[src/rtl/merge_pick_pkg.sv]
// Shared types and constants for the two-pick merge initiator.
package merge_pick_pkg;

  typedef enum logic [1:0] {
    ST_IDLE  = 2'd0,
    ST_HOLD  = 2'd1,
    ST_ISSUE = 2'd2
  } state_e;

  localparam int unsigned DEF_N    = 10;
  localparam int unsigned DEF_IDXW = 4;
  localparam int unsigned DEF_VALW = 4;
  localparam int unsigned EMPTY_VAL = 0;

endpackage

[src/rtl/merge_pick_debounce.sv]
// One button: 2-FF synchroniser, stability counter, one-cycle pulse on accepted rise.
module merge_pick_debounce #(
  parameter int unsigned DB_CYC = 16
) (
  input  logic clk,
  input  logic rst_n,
  input  logic btn_i,
  output logic press_o
);

  localparam int unsigned CW = $clog2(DB_CYC + 1);

  logic          s1_q, s2_q;
  logic          acc_q, acc_d;
  logic          pulse_q;
  logic [CW-1:0] cnt_q, cnt_d;

  // The counter only runs while the synchronised level disagrees with the
  // accepted one; any agreeing sample restarts the stability window.
  always_comb begin
    acc_d = acc_q;
    cnt_d = '0;
    if (s2_q != acc_q) begin
      if (cnt_q == CW'(DB_CYC - 1)) acc_d = s2_q;
      else                          cnt_d = cnt_q + CW'(1);
    end
  end

  always_ff @(posedge clk or negedge rst_n) begin
    if (!rst_n) begin
      s1_q    <= 1'b0;
      s2_q    <= 1'b0;
      acc_q   <= 1'b0;
      cnt_q   <= '0;
      pulse_q <= 1'b0;
    end else begin
      s1_q    <= btn_i;
      s2_q    <= s1_q;
      acc_q   <= acc_d;
      cnt_q   <= cnt_d;
      pulse_q <= acc_d & ~acc_q;
    end
  end

  assign press_o = pulse_q;

endmodule

[src/rtl/merge_pick_issuer.sv]
// Debounced first/second pick selection issuing one (A, B) pair per merge over valid/ready.
module merge_pick_issuer
  import merge_pick_pkg::*;
#(
  parameter int unsigned N       = DEF_N,
  parameter int unsigned IDXW    = DEF_IDXW,
  parameter int unsigned VALW    = DEF_VALW,
  parameter int unsigned DB_CYC  = 16,
  parameter int unsigned TMO_CYC = 50_000_000
) (
  input  logic              clk,
  input  logic              rst_n,
  input  logic              enable,
  input  logic [N-1:0]      buttons,
  input  logic [N*VALW-1:0] status,
  output logic              pick_valid,
  output logic [IDXW-1:0]   pick_a,
  output logic [IDXW-1:0]   pick_b,
  input  logic              pick_ready,
  output logic              sel_pending,
  output logic [IDXW-1:0]   sel_index,
  output logic              err_pulse
);

  localparam int unsigned TW = (TMO_CYC > 2) ? $clog2(TMO_CYC) : 1;

  logic [N-1:0] press;

  for (genvar g = 0; g < N; g++) begin : g_db
    merge_pick_debounce #(.DB_CYC(DB_CYC)) u_db (
      .clk     (clk),
      .rst_n   (rst_n),
      .btn_i   (buttons[g]),
      .press_o (press[g])
    );
  end

  // Lowest pressed index wins; losers in the same cycle are simply dropped.
  logic            hit;
  logic [IDXW-1:0] hit_idx;
  logic [VALW-1:0] hit_val;

  always_comb begin
    hit     = 1'b0;
    hit_idx = '0;
    hit_val = '0;
    for (int i = N - 1; i >= 0; i--) begin
      if (press[i]) begin
        hit     = 1'b1;
        hit_idx = IDXW'(i);
        hit_val = status[i*VALW +: VALW];
      end
    end
  end

  logic hit_full;
  assign hit_full = (hit_val != VALW'(EMPTY_VAL));

  state_e          state_q, state_d;
  logic [IDXW-1:0] a_q, a_d, b_q, b_d;
  logic [TW-1:0]   tmr_q, tmr_d;
  logic            err_q, err_d;

  always_comb begin
    state_d = state_q;
    a_d     = a_q;
    b_d     = b_q;
    tmr_d   = tmr_q;
    err_d   = 1'b0;
    case (state_q)
      ST_IDLE: begin
        if (enable && hit) begin
          if (hit_full) begin
            state_d = ST_HOLD;
            a_d     = hit_idx;
            tmr_d   = '0;
          end else begin
            err_d = 1'b1;
          end
        end
      end
      ST_HOLD: begin
        tmr_d = tmr_q + TW'(1);
        // Timeout outranks a same-cycle press; disable outranks both silently.
        if (!enable) begin
          state_d = ST_IDLE;
        end else if (tmr_q == TW'(TMO_CYC - 1)) begin
          state_d = ST_IDLE;
          err_d   = 1'b1;
        end else if (hit) begin
          if (hit_idx == a_q) begin
            state_d = ST_IDLE;
          end else if (hit_full) begin
            state_d = ST_ISSUE;
            b_d     = hit_idx;
          end else begin
            err_d = 1'b1;
          end
        end
      end
      ST_ISSUE: begin
        if (pick_ready) state_d = ST_IDLE;
      end
      default: state_d = ST_IDLE;
    endcase
  end

  always_ff @(posedge clk or negedge rst_n) begin
    if (!rst_n) begin
      state_q <= ST_IDLE;
      a_q     <= '0;
      b_q     <= '0;
      tmr_q   <= '0;
      err_q   <= 1'b0;
    end else begin
      state_q <= state_d;
      a_q     <= a_d;
      b_q     <= b_d;
      tmr_q   <= tmr_d;
      err_q   <= err_d;
    end
  end

  assign pick_valid  = (state_q == ST_ISSUE);
  assign pick_a      = a_q;
  assign pick_b      = b_q;
  assign sel_pending = (state_q == ST_HOLD);
  assign sel_index   = (state_q == ST_HOLD) ? a_q : '0;
  assign err_pulse   = err_q;

endmodule

[config.mk]
export PLATFORM = sky130hd
export DESIGN_NAME = merge_pick_issuer
export DESIGN_NICKNAME = d
export VERILOG_FILES = /design/src/rtl/merge_pick_pkg.sv /design/src/rtl/merge_pick_debounce.sv /design/src/rtl/merge_pick_issuer.sv
export SDC_FILE = /design/constraint.sdc
export NUM_CORES = 1
export LEC_CHECK = 0
export CAP_MARGIN = 20
export CORE_MARGIN = 1.5
export CORE_UTILIZATION = 40
export DETAILED_ROUTE_END_ITERATION = 10
export PLACE_DENSITY_LB_ADDON = 0.1
export SLEW_MARGIN = 20
export SYNTH_ARGS = -nofsm -noshare
export SYNTH_HDL_FRONTEND = slang
export SYNTH_HIERARCHICAL = 1
export SYNTH_SLANG_ARGS = --single-unit
[constraint.sdc]
create_clock -name clk -period 5.1 [get_ports clk]
set_input_delay 0.765 -clock clk [delete_from_list [all_inputs] [get_ports clk]]
set_output_delay 0.765 -clock clk [all_outputs]
set_load 0.1 [all_outputs]
==> metrics.log, run 1 <==
[metrics] number of antenna violations at the first check in global routing: 0
[metrics] post-cts gate resize count: 0
[metrics] Maximum Capacitance Violations: 0
[metrics] total count of hold-check failures in the final report: 0
[metrics] start of the worst register-to-register path: g_db[4].u_db/press_o$_DFF_PN0_
[metrics] fraction of the mapped netlist area in simple logic gates: 23.5%
[metrics] most common flop cell mapped by yosys: dfrtp_1
[metrics] synthesized-area fraction occupied by adder cells: 2.28%
[metrics] count of vias placed by the detailed router: 4,318
[metrics] clock period minus worst slack: 3.53 ns
[metrics] final count of negative-setup-slack endpoints: 0
[metrics] count of distinct cell types in the synthesized netlist: 64
[metrics] global router's overall resource usage: 17.7%
[metrics] per-cell routed wire length: 15.9 µm
[metrics] buffers added on ports: 68
[metrics] global routing met3 resource utilization: 4.93%
[metrics] CTS tree: built
[metrics] number of hold-repair buffers added at the cts stage: 0
[metrics] standard cell core area: 14,600 µm²
[metrics] clk_skew: 0.00525 ns
[metrics] leakage power of the design: 3.38 nW
[metrics] fraction of layout cells with a size suffix above 1: 18.3%
[metrics] wire length after detailed routing: 12.8 mm
[metrics] number of buffers added for setup after CTS: 0
[metrics] headroom to the max-slew limit: 33.3%
[metrics] sort of element at the start of the critical path: flip-flop
[metrics] Final Hold Slack: 0.304 ns
[metrics] placement-stage cell area: 6860 µm²
[metrics] total I/O pin count: 69
[metrics] Commonest cells post-synth: 127 x dfrtp_1, 50 x nor2_1, 31 x xor2_1
[metrics] cells along the critical path: inv_1 -> nor2_1 -> clkdlybuf4s50_1
[metrics] clock latency reported for the late side of the worst-skew pair: 0.41 ns
[metrics] post-synthesis average cell area: 11.3 µm²
[metrics] global-route met2 utilization: 28.5%
[metrics] Syn Std Cell Area: 6020 µm²
[metrics] violated checks: DRC
[metrics] grt peak-use layer: met2
[metrics] number of synthesized flops with an enable pin: 0
[metrics] sum of negative setup slack: 0 ns
[metrics] fraction of registers with async set or reset after synthesis: 100%
[metrics] Hold WC Path Type: in2async
[metrics] nets: 674
[metrics] max incr delay on CP: 1.21 ns
[metrics] synth warn: 6
[metrics] mux cell area share after synthesis: 3.36%
[metrics] Final Wtd Congestion: 0.797
[metrics] met1 capacity usage during global routing: 22.8%
[metrics] Detailed Route Iter0 Violations: 214
[metrics] # clock sinks: 127
[metrics] antenna cells: 0
[metrics] most used standard cell by instance count after synthesis: dfrtp_1
[metrics] Layout Area Growth over Synthesis: 23.9%
[metrics] number of slew-limit violations in the final report: 0
[metrics] number of instances in the synthesized netlist: 534
[metrics] buffer cell driving the clock tree root: clkbuf_16
[metrics] number of standard-cell rows in the floorplan: 44
[metrics] crit share post-route: 69.3%
[metrics] Layout Cell Area excl Fill: 7460 µm²
[metrics] routed vias/inst: 5.36
[metrics] category of the worst setup path capture point: output pin
[metrics] Syn Nets: 599
[metrics] Die W: 126 µm
[metrics] clk slew on worst S/H paths: 0.06 ns
[metrics] share of the synthesized area in the top cell type: 52.8%
[metrics] layout filler cell count: 1,311
[metrics] clock buffers created by TritonCTS: 17
[metrics] power density of the placed cells: 322 nW/µm²
[metrics] Yosys top cell by area: dfrtp_1
[metrics] dpl hpwl: 9.20 mm
[metrics] endpoint of the worst-slack reg-to-reg timing path: tmr_q[15]$_DFFE_PN0P_
[metrics] post-detailed-route count of antenna-violating nets: 0
[metrics] cell type of the slowest stage on the worst timing path: clkdlybuf4s50_1
[metrics] remaining routing DRC violations: 4
[metrics] flip-flop and latch count after synthesis: 127
[metrics] initial standard-cell utilization of the core: 41.1%
[metrics] grt ovf: 0
[metrics] peak fanout along the critical path: 13
[metrics] buffers from clock root to sink, at most: 2
[metrics] XOR/XNOR share of the synthesized area: 4.80%
[metrics] path type of the worst setup path: reg2out
[metrics] via count of the first global-routing pass: 4,427
[metrics] Worst R2R Path Depth: 7
[metrics] top area cells in the synthesized netlist: dfrtp_1 53%, xor2_1 4.5%, nor2_1 3.1%
[metrics] Die Footprint: 15,800 µm²
[metrics] maximum vdd ir drop: 0.000222 V
[metrics] run status: complete, but fails checks
[metrics] CTS H-tree lvls: 4
[metrics] vertical die dimension: 126 µm
[metrics] Seq/Total Area, Yosys: 52.8%
[metrics] wire length of the first global-routing pass: 21.9 mm
[metrics] main combinational cell family by area after synthesis: simple AND/OR/NAND/NOR gates
[metrics] peak clock frequency supported by timing: 0.283 GHz
[metrics] Data required, critical path: 4.34 ns
[metrics] launching element of the worst setup path: state_q[0]$_DFFE_PN0P_
[metrics] share of the synthesized area in compound gates (AO/OA/AOI/OAI): 10.3%
[metrics] CP arrival: 2.77 ns
[metrics] pin count of the biggest net entering global routing: 55
[metrics] register-to-register setup slack: 2.10 ns
[metrics] detailed-routing iteration count for the pre-antenna-repair pass: 7
[metrics] unrepaired setup endpoints after global routing: false
[metrics] Slew @ Worst Pin: 0.997 ns
-- layout by cell type, fill, tap and decap left out, drive strengths merged, types with 2 or more instances in the layout --
cell and instances:
a21oi 24, o31a 2, xnor2 2, nor3b 3
and2 12, and3 16, nor2 60, a221oi 3
nand2 22, o311ai 3, o31ai 11, o21ai 24
o211ai 4, or2 2, bufinv 3, mux2 18
nor4 6, ha 11, nand3 28, nor4b 16
o21a 3, o41ai 3, or3 10, clkbuf 19
a211oi 4, dfrtp 127, xor2 31, buf 3
or4 13, clkdlybuf4s50 67, nor3 11, clkinv 6
nand2b 4, inv 27, nand4b 2, nand4 8
nand3b 3
-- registers in the layout (all words and copies together) (netlist names) --
name and flops:
err_pulse 1, g_db.u_db/acc_q 10, g_db.u_db/cnt_q 50, g_db.u_db/press_o 10, g_db.u_db/s1_q 10, g_db.u_db/s2_q 10
pick_a 4, pick_b 4, state_q 2, tmr_q 26
-- stage by stage --
stage	total power, mW	std cells	setup slack [ns]	util, %
6_report	2.41	806	1.57	51.0
5_1_grt	2.50	806	1.49	51.0
4_1_cts	2.44	806	1.55	51.0
3_5_place_dp	1.19	774	1.56	46.8
3_3_place_gp	1.19	774	1.61	46.8
2_1_floorplan	1.12	534	2.39	-
-- worst max-delay path by stage --
| stage | endpoint | slack (ns) |
|---|---|---|
| floorplan | tmr_q[25]$_DFFE_PN0P_ | 2.39 |
| global placement | tmr_q[15]$_DFFE_PN0P_ | 1.61 |
| detailed placement | tmr_q[13]$_DFFE_PN0P_ | 1.56 |
| CTS | sel_pending | 1.55 |
| global route | sel_pending | 1.49 |
| finish | sel_pending | 1.57 |
-- where the power goes --
part,internal [mW],switching (mW)
clock network,0.783,0.453
logic,0.0610,0.0515
registers,1.04,0.0204
total,1.88,0.525
-- critical path, delay by kind of cell, from the launching register on --
family	cells	cell delay (ns)
AND/OR/NAND/NOR	1	0.34
buffers and inverters	2	1.38
flip-flops	1	0.63
-- cell families (layout without fill, tap and decap cells) --
group / after synthesis / in the layout
and+or+nand+nor: 220 / 220
DFF: 127 / 127
AOI/OAI and AO/OA: 87 / 87
buffers and inverters: 38 / 126
xor gates and xnor gates: 33 / 33
muxes: 18 / 18
adders and majority gates: 11 / 11
-- final cells by class --
class                           count  area (µm²)  share of cell area, %
Clock buffer                       19         443                   5.93
Clock inverter                     13         161                   2.16
Inverter                           24        90.1                   1.21
Multi-Input combinational cell    369        2670                   35.8
Sequential cell                   127        3180                   42.6
Tap cell                          184         230                   3.08
Timing Repair Buffer               70         693                   9.29
-- routing by layer --
layer / up-vias / wire (µm)
met4: 0 / 255
met1: 2148 / 5880
met5: - / 0
li1: 2078 / -
met2: 73 / 6180
met3: 19 / 493
(Power assumes the default switching activity.)
==> inputs of run 2 (changes only) <==
Clock period 5.1 ns to 3.25 ns, I/O delays scaled along.
==> run 2 against run 1 <==
Against the previous run:
- the flow still finishes with violations (DRC)
- sequential share of layout area grew 0.14 points
- routed wire length down 1.9%
- clock skew increased by 0.0021 ns
- first-iteration DRC count shrank 2.3%
- total power is 51% higher
- clock-buffer cell count up 2
- critical path depth up 5
- non-clock buffer count grew 3
- sequential power rose by 57%
- core utilization fell by 0.16 points
- critical endpoint is now tmr_q[13]$_DFFE_PN0P_
- largest power group unchanged
- highest routed layer unchanged
==> metrics.log, run 2 (synthesis results as in run 1) <==
[metrics] power consumption: 3.63 mW (+51%)
[metrics] standard cell core area: 14,600 µm² (unchanged)
[metrics] headroom to the max-slew limit: 35.4% (+2.1 points)
[metrics] Reg with most FFs: g_db.u_db/cnt_q
[metrics] power density of the placed cells: 487 nW/µm² (+51%)
[metrics] path type of the worst setup path: reg2reg
[metrics] CP arrival: 3.23 ns (+0.46 ns)
[metrics] Final Hold Slack: 0.0517 ns (-0.252 ns)
[metrics] grt ovf: 0 (unchanged)
[metrics] per-cell routed wire length: 15.5 µm (-2.3%)
[metrics] via count of the first global-routing pass: 4,438 (+0.25%)
[metrics] vertical die dimension: 126 µm (unchanged)
[metrics] Final Wtd Congestion: 0.806 (+1.0%)
[metrics] number of standard-cell rows in the floorplan: 44 (unchanged)
[metrics] clock period minus worst slack: 2.89 ns
[metrics] antenna cells: 0 (unchanged)
[metrics] final core utilization: 50.8% (-0.16 points)
[metrics] most frequent cells in the layout: 127 x dfrtp_1, 57 x clkdlybuf4s50_1, 50 x nor2_1
[metrics] Layout Cell Area excl Fill: 7440 µm² (-0.32%)
[metrics] detailed-routing iteration count for the pre-antenna-repair pass: 7 (unchanged)
[metrics] remaining routing DRC violations: 4 (unchanged)
[metrics] violated checks: DRC
[metrics] register-to-register setup slack: 0.36 ns (-1.74 ns)
[metrics] non-filler cells, final: 809 (+0.37%)
[metrics] buffer cell driving the clock tree root: clkbuf_16
[metrics] number of hold-repair buffers added at the cts stage: 0 (unchanged)
[metrics] maximum vdd ir drop: 0.000355 V (+60%)
[metrics] # clock sinks: 127 (unchanged)
[metrics] CTS tree: built
[metrics] clk slew on worst S/H paths: 0.05 ns (about the same)
[metrics] clock buffers created by TritonCTS: 17 (unchanged)
[metrics] count of vias placed by the detailed router: 4,309 (-0.21%)
[metrics] wire length of the first global-routing pass: 21.5 mm (-1.8%)
[metrics] Cell Count Post-Placement: 777 (+0.39%)
[metrics] crit share post-route: 89.0%
[metrics] Die Footprint: 15,800 µm² (unchanged)
[metrics] sum of negative setup slack: 0 ns (unchanged)
[metrics] run status: complete, but fails checks
[metrics] nets: 677 (+0.45%)
[metrics] global router's overall resource usage: 17.3% (-0.35 points)
[metrics] Data required, critical path: 3.59 ns (-0.75 ns)
[metrics] number of slew-limit violations in the final report: 0 (unchanged)
[metrics] initial standard-cell utilization of the core: 41.1% (unchanged)
[metrics] leakage power of the design: 3.39 nW (+0.35%)
[metrics] most frequent standard cell in the layout excluding fill and tap cells: dfrtp_1
[metrics] post-cts gate resize count: 0 (unchanged)
[metrics] Die W: 126 µm (unchanged)
[metrics] layout filler cell count: 1,323 (+0.92%)
[metrics] Maximum Capacitance Violations: 0 (unchanged)
[metrics] fraction of layout cells with a size suffix above 1: 20.2% (+1.8 points)
[metrics] dpl hpwl: 9.04 mm (-1.7%)
[metrics] max reg flops: 50 (unchanged)
[metrics] total I/O pin count: 69 (unchanged)
[metrics] final count of negative-setup-slack endpoints: 0 (unchanged)
[metrics] clk_skew: 0.00740 ns (+0.00214 ns)
[metrics] wire length after detailed routing: 12.6 mm (-1.9%)
[metrics] biggest regs: g_db.u_db/cnt_q (50), tmr_q (26)
[metrics] pre-CTS setup slack: 0.0261 ns (-1.54 ns)
[metrics] buffers from clock root to sink, at most: 2 (unchanged)
[metrics] number of antenna violations at the first check in global routing: 0 (unchanged)
[metrics] placement-stage cell area: 6870 µm² (+0.15%)
[metrics] peak fanout along the critical path: 26 (+13)
[metrics] start of the worst register-to-register path: g_db[3].u_db/press_o$_DFF_PN0_
[metrics] Worst R2R Path Depth: 8 (+1)
[metrics] routed vias/inst: 5.33 (-0.58%)
[metrics] Slew @ Worst Pin: 0.966 ns (-0.0311 ns)
[metrics] number of buffers added for setup after CTS: 0 (unchanged)
[metrics] peak clock frequency supported by timing: 0.346 GHz
[metrics] endpoint of the worst-slack reg-to-reg timing path: tmr_q[13]$_DFFE_PN0P_
[metrics] Hold WC Path Type: in2async
[metrics] Layout Area Growth over Synthesis: 23.5%
[metrics] CTS H-tree lvls: 4 (unchanged)
[metrics] unrepaired setup endpoints after global routing: false
[metrics] sort of element at the start of the critical path: flip-flop
[metrics] total count of hold-check failures in the final report: 0 (unchanged)
[metrics] category of the worst setup path capture point: flip-flop
[metrics] buffers added on ports: 68 (unchanged)
[metrics] post-detailed-route count of antenna-violating nets: 0 (unchanged)
[metrics] clock latency reported for the late side of the worst-skew pair: 0.41 ns (about the same)
[metrics] Detailed Route Iter0 Violations: 209 (-2.3%)
[metrics] Setup WS post-layout: 0.357 ns (-1.21 ns)
[metrics] pin count of the biggest net entering global routing: 91 (+65%)
==> run 2: cell count changes in the layout (fill, tap and decap cells not counted), sizes merged <==
cell,before,now
bufinv,3,1
clkbuf,19,21
clkinvlp,1,3
buf,3,16
clkdlybuf4s50,67,57
inv,27,25
==> run 2: layer usage <==
layer / routed length, µm / part of all wire [%] / track usage, %
met4: 287 / 2.3 / 7.32
met3: 525 / 4.2 / 4.76
met5: 0 / 0 / 0
met1: 5650 / 45 / 21.4
met2: 6100 / 49 / 28.7
==> run 2: worst max-delay path by stage <==
stage / startpoint / end / slack (ns) / cells past startpoint
global route: g_db[8].u_db/press_o$_DFF_PN0_ / tmr_q[13]$_DFFE_PN0P_ / 0.18 / 8
floorplan: g_db[0].u_db/press_o$_DFF_PN0_ / tmr_q[25]$_DFFE_PN0P_ / 0.81 / 9
global placement: status[33] / tmr_q[13]$_DFFE_PN0P_ / 0.16 / 9
finish: g_db[3].u_db/press_o$_DFF_PN0_ / tmr_q[13]$_DFFE_PN0P_ / 0.36 / 8
detailed placement: status[33] / tmr_q[13]$_DFFE_PN0P_ / 0.03 / 9
CTS: g_db[3].u_db/press_o$_DFF_PN0_ / tmr_q[13]$_DFFE_PN0P_ / 0.36 / 8
==> run 2: area by class of cell <==
cell class                 instances  area [µm²]  area share, %
sequential                       127        3180           42.7
clock buffer                      21         460           6.19
inverter                          24        90.1           1.21
timing repair buffer              73         703           9.45
clock inverter                    11         110           1.48
tap                              184         230           3.09
multi-input combinational        369        2670           35.9
==> run 2: worst max-delay path, cell delays in order (launching register included) <==
cell      delay [ns]
dfrtp_1         0.53
or3_1           0.39
a211oi_2        0.28
a211oi_1        0.19
nor4_4          0.41
o311ai_4        0.13
buf_4           0.23
or4_1           0.51
a21oi_1         0.14
==> run 2: report_power, final <==
group | switching (mW) | leakage [nW] | internal [mW] | total, mW
clock network | 0.693 | 0.270 | 1.10 | 1.79
registers | 0.0325 | 1.69 | 1.63 | 1.66
logic | 0.0800 | 1.43 | 0.0964 | 0.176
==> inputs of run 3 (changes only) <==
Settings changed: CORE_UTILIZATION 40 to 56, GPL_TIMING_DRIVEN from default to 0.
Clock period 3.25 ns to 2.89 ns, I/O delays scaled along.
==> run 3 against run 2 <==
Against the previous run:
- the run now ends clean
- clock-buffer cell count fell by 2
- setup slack got worse by 0.26 ns
- fmax rose by 3.4%
- global-route usage rose by 7.7 points
- critical path depth did not move
- largest cell class unchanged
- via count rose by 2.9%
- total power rose by 15%
- final cell count fell by 4.6%
==> metrics.log, run 3 (synthesis results as in run 1) <==
[metrics] run status: finished clean
[metrics] buffers from clock root to sink, at most: 2 (unchanged)
[metrics] Hold WC Path Type: in2reg
[metrics] remaining routing DRC violations: 0 (-4)
[metrics] clk slew on worst S/H paths: 0.06 ns (about the same)
[metrics] CTS H-tree lvls: 4 (unchanged)
[metrics] max incr delay on CP: 0.49 ns (-0.04 ns)
[metrics] Buf+Inv Stages, Crit Path: 1 (unchanged)
[metrics] pre-CTS setup slack: -0.360 ns (-0.386 ns)
[metrics] cells along the critical path: or3_1 -> a211oi_2 -> a211oi_4 -> nor4_4 -> o311ai_4 -> buf_6 -> o41ai_1 -> a21oi_1
[metrics] leakage power of the design: 3.44 nW (+1.6%)
[metrics] most frequent cells in the layout: 124 x dfrtp_1, 61 x clkdlybuf4s50_1, 50 x nor2_1
[metrics] Final Hold Slack: 0.345 ns (+0.293 ns)
[metrics] path type of the worst setup path: reg2reg
[metrics] most frequent standard cell in the layout excluding fill and tap cells: dfrtp_1
[metrics] number of standard-cell rows in the floorplan: 37 (-16%)
[metrics] category of the worst setup path capture point: flip-flop
[metrics] max reg flops: 50 (unchanged)
[metrics] CTS tree: built
[metrics] final count of negative-setup-slack endpoints: 0 (unchanged)
[metrics] CP arrival: 3.19 ns (-0.04 ns)
[metrics] per-cell routed wire length: 16.6 µm (+6.9%)
[metrics] cell type of the slowest stage on the worst timing path: dfrtp_2
[metrics] Die W: 107 µm (-15%)
[metrics] sort of element at the start of the critical path: flip-flop
[metrics] wire length after detailed routing: 12.8 mm (+2.0%)
[metrics] Layout Area Growth over Synthesis: 25.0%
[metrics] post-detailed-route count of antenna-violating nets: 0 (unchanged)
[metrics] number of slew-limit violations in the final report: 0 (unchanged)
[metrics] Final Wtd Congestion: 0.865 (+7.4%)
[metrics] antenna cells: 0 (unchanged)
[metrics] number of antenna violations at the first check in global routing: 0 (unchanged)
[metrics] standard cell core area: 10,400 µm² (-29%)
[metrics] # clock sinks: 127 (unchanged)
[metrics] via count of the first global-routing pass: 4,698 (+5.9%)
[metrics] sum of negative setup slack: 0 ns (unchanged)
[metrics] Setup WS post-layout: 0.0919 ns (-0.265 ns)
[metrics] Die Footprint: 11,400 µm² (-28%)
[metrics] crit share post-route: 96.8% (+7.8 points)
[metrics] buffers added on ports: 68 (unchanged)
[metrics] clock buffers created by TritonCTS: 17 (unchanged)
[metrics] power consumption: 4.17 mW (+15%)
[metrics] pin count of the biggest net entering global routing: 80 (-12%)
[metrics] peak clock frequency supported by timing: 0.357 GHz (+3.4%)
[metrics] clock latency reported for the late side of the worst-skew pair: 0.53 ns (+0.12 ns)
[metrics] clock period minus worst slack: 2.80 ns (-0.0951 ns)
[metrics] Data required, critical path: 3.28 ns (-0.31 ns)
[metrics] maximum vdd ir drop: 0.000456 V (+29%)
[metrics] Maximum Capacitance Violations: 0 (unchanged)
[metrics] clk_skew: 0.00823 ns (+0.000830 ns)
[metrics] power density of the placed cells: 554 nW/µm² (+14%)
[metrics] buffer cell driving the clock tree root: clkbuf_8
[metrics] biggest regs: g_db.u_db/cnt_q (50), tmr_q (26)
[metrics] fraction of layout cells with a size suffix above 1: 20.4% (+0.28 points)
[metrics] vertical die dimension: 107 µm (-15%)
[metrics] global router's overall resource usage: 25.1% (+7.7 points)
[metrics] dpl hpwl: 9.00 mm (-0.52%)
[metrics] detailed-routing iteration count for the pre-antenna-repair pass: 4 (-3)
[metrics] Reg with most FFs: g_db.u_db/cnt_q
[metrics] nets: 688 (+1.6%)
[metrics] count of vias placed by the detailed router: 4,434 (+2.9%)
[metrics] final core utilization: 72.6% (+22 points)
[metrics] initial standard-cell utilization of the core: 58.1% (+17 points)
[metrics] peak fanout along the critical path: 10 (-62%)
[metrics] Detailed Route Iter0 Violations: 203 (-2.9%)
[metrics] kind of cell adding the most delay to the critical path: compound AO/OA/AOI/OAI gates
[metrics] total I/O pin count: 69 (unchanged)
[metrics] routed vias/inst: 5.74 (+7.8%)
[metrics] grt ovf: 0 (unchanged)
[metrics] wire length of the first global-routing pass: 22.1 mm (+3.1%)
[metrics] headroom to the max-slew limit: 34.7% (-0.72 points)
[metrics] Slew @ Worst Pin: 0.976 ns (+0.0108 ns)
[metrics] total count of hold-check failures in the final report: 0 (unchanged)
==> run 3: changes by cell type in the layout (fill, tap and decap cells not counted), sizes merged <==
cell | previous run | this run
dlygate4sd2 | 0 | 2
bufinv | 1 | 3
buf | 16 | 10
clkinvlp | 3 | 4
dlygate4sd3 | 0 | 1
clkinv | 6 | 5
clkbuf | 21 | 29
clkdlybuf4s50 | 57 | 61
==> run 3: through the flow <==
stage,cells,area [µm²]
floorplan,534,6020
global placement,738,6880
detailed placement,739,6900
CTS,772,7500
global route,772,7530
finish,772,7530
==> run 3: per-layer routing <==
| metal | up-vias | GRT usage, % | wire length [µm] |
|---|---|---|---|
| li1 | 2104 | - | - |
| met1 | 2187 | 30.8 | 5370 |
| met2 | 124 | 42.6 | 6620 |
| met3 | 19 | 6.14 | 632 |
| met4 | 0 | 10.0 | 193 |
| met5 | - | 0 | 0 |
==> run 3: layout make-up <==
cell class                 instances  area [µm²]
sequential                       127        3180
clock inverter                    13         165
buffer                            13        83.8
fill                             731        2840
multi-input combinational        369        2710
inverter                          24        90.1
clock buffer                      19         422
tap                              136         170
timing repair buffer              71         704
==> run 3: final timing paths <==
| kind | endpoint | slack (ns) | start | depth (start not counted) |
|---|---|---|---|---|
| max reg2reg | tmr_q[17]$_DFFE_PN0P_ | 0.09 | g_db[5].u_db/press_o$_DFF_PN0_ | 8 |
| max in group asynchronous | g_db[4].u_db/press_o$_DFF_PN0_ | 1.66 | rst_n | 3 |
| min in group asynchronous | tmr_q[13]$_DFFE_PN0P_ | 0.53 | rst_n | 2 |
| max | tmr_q[17]$_DFFE_PN0P_ | 0.09 | g_db[5].u_db/press_o$_DFF_PN0_ | 8 |
| min reg2reg | g_db[8].u_db/s2_q$_DFF_PN0_ | 0.35 | g_db[8].u_db/s1_q$_DFF_PN0_ | 0 |
| min | g_db[6].u_db/s1_q$_DFF_PN0_ | 0.34 | buttons[6] | 1 |
==> run 3: timing repair <==
action,CTS,global route
hold buffers,1,0
endpoints found under the hold margin,78,0
gates resized for setup,8,15
pin swaps,0,1
setup buffers,0,1
endpoints found under the setup margin,16,25
==> run 3: report_power, final <==
group          switching, mW  total [mW]  internal [mW]
Combinational         0.0944       0.206          0.111
Clock                  0.782        2.10           1.31
Sequential            0.0376        1.87           1.83
Total                  0.914        4.17           3.26
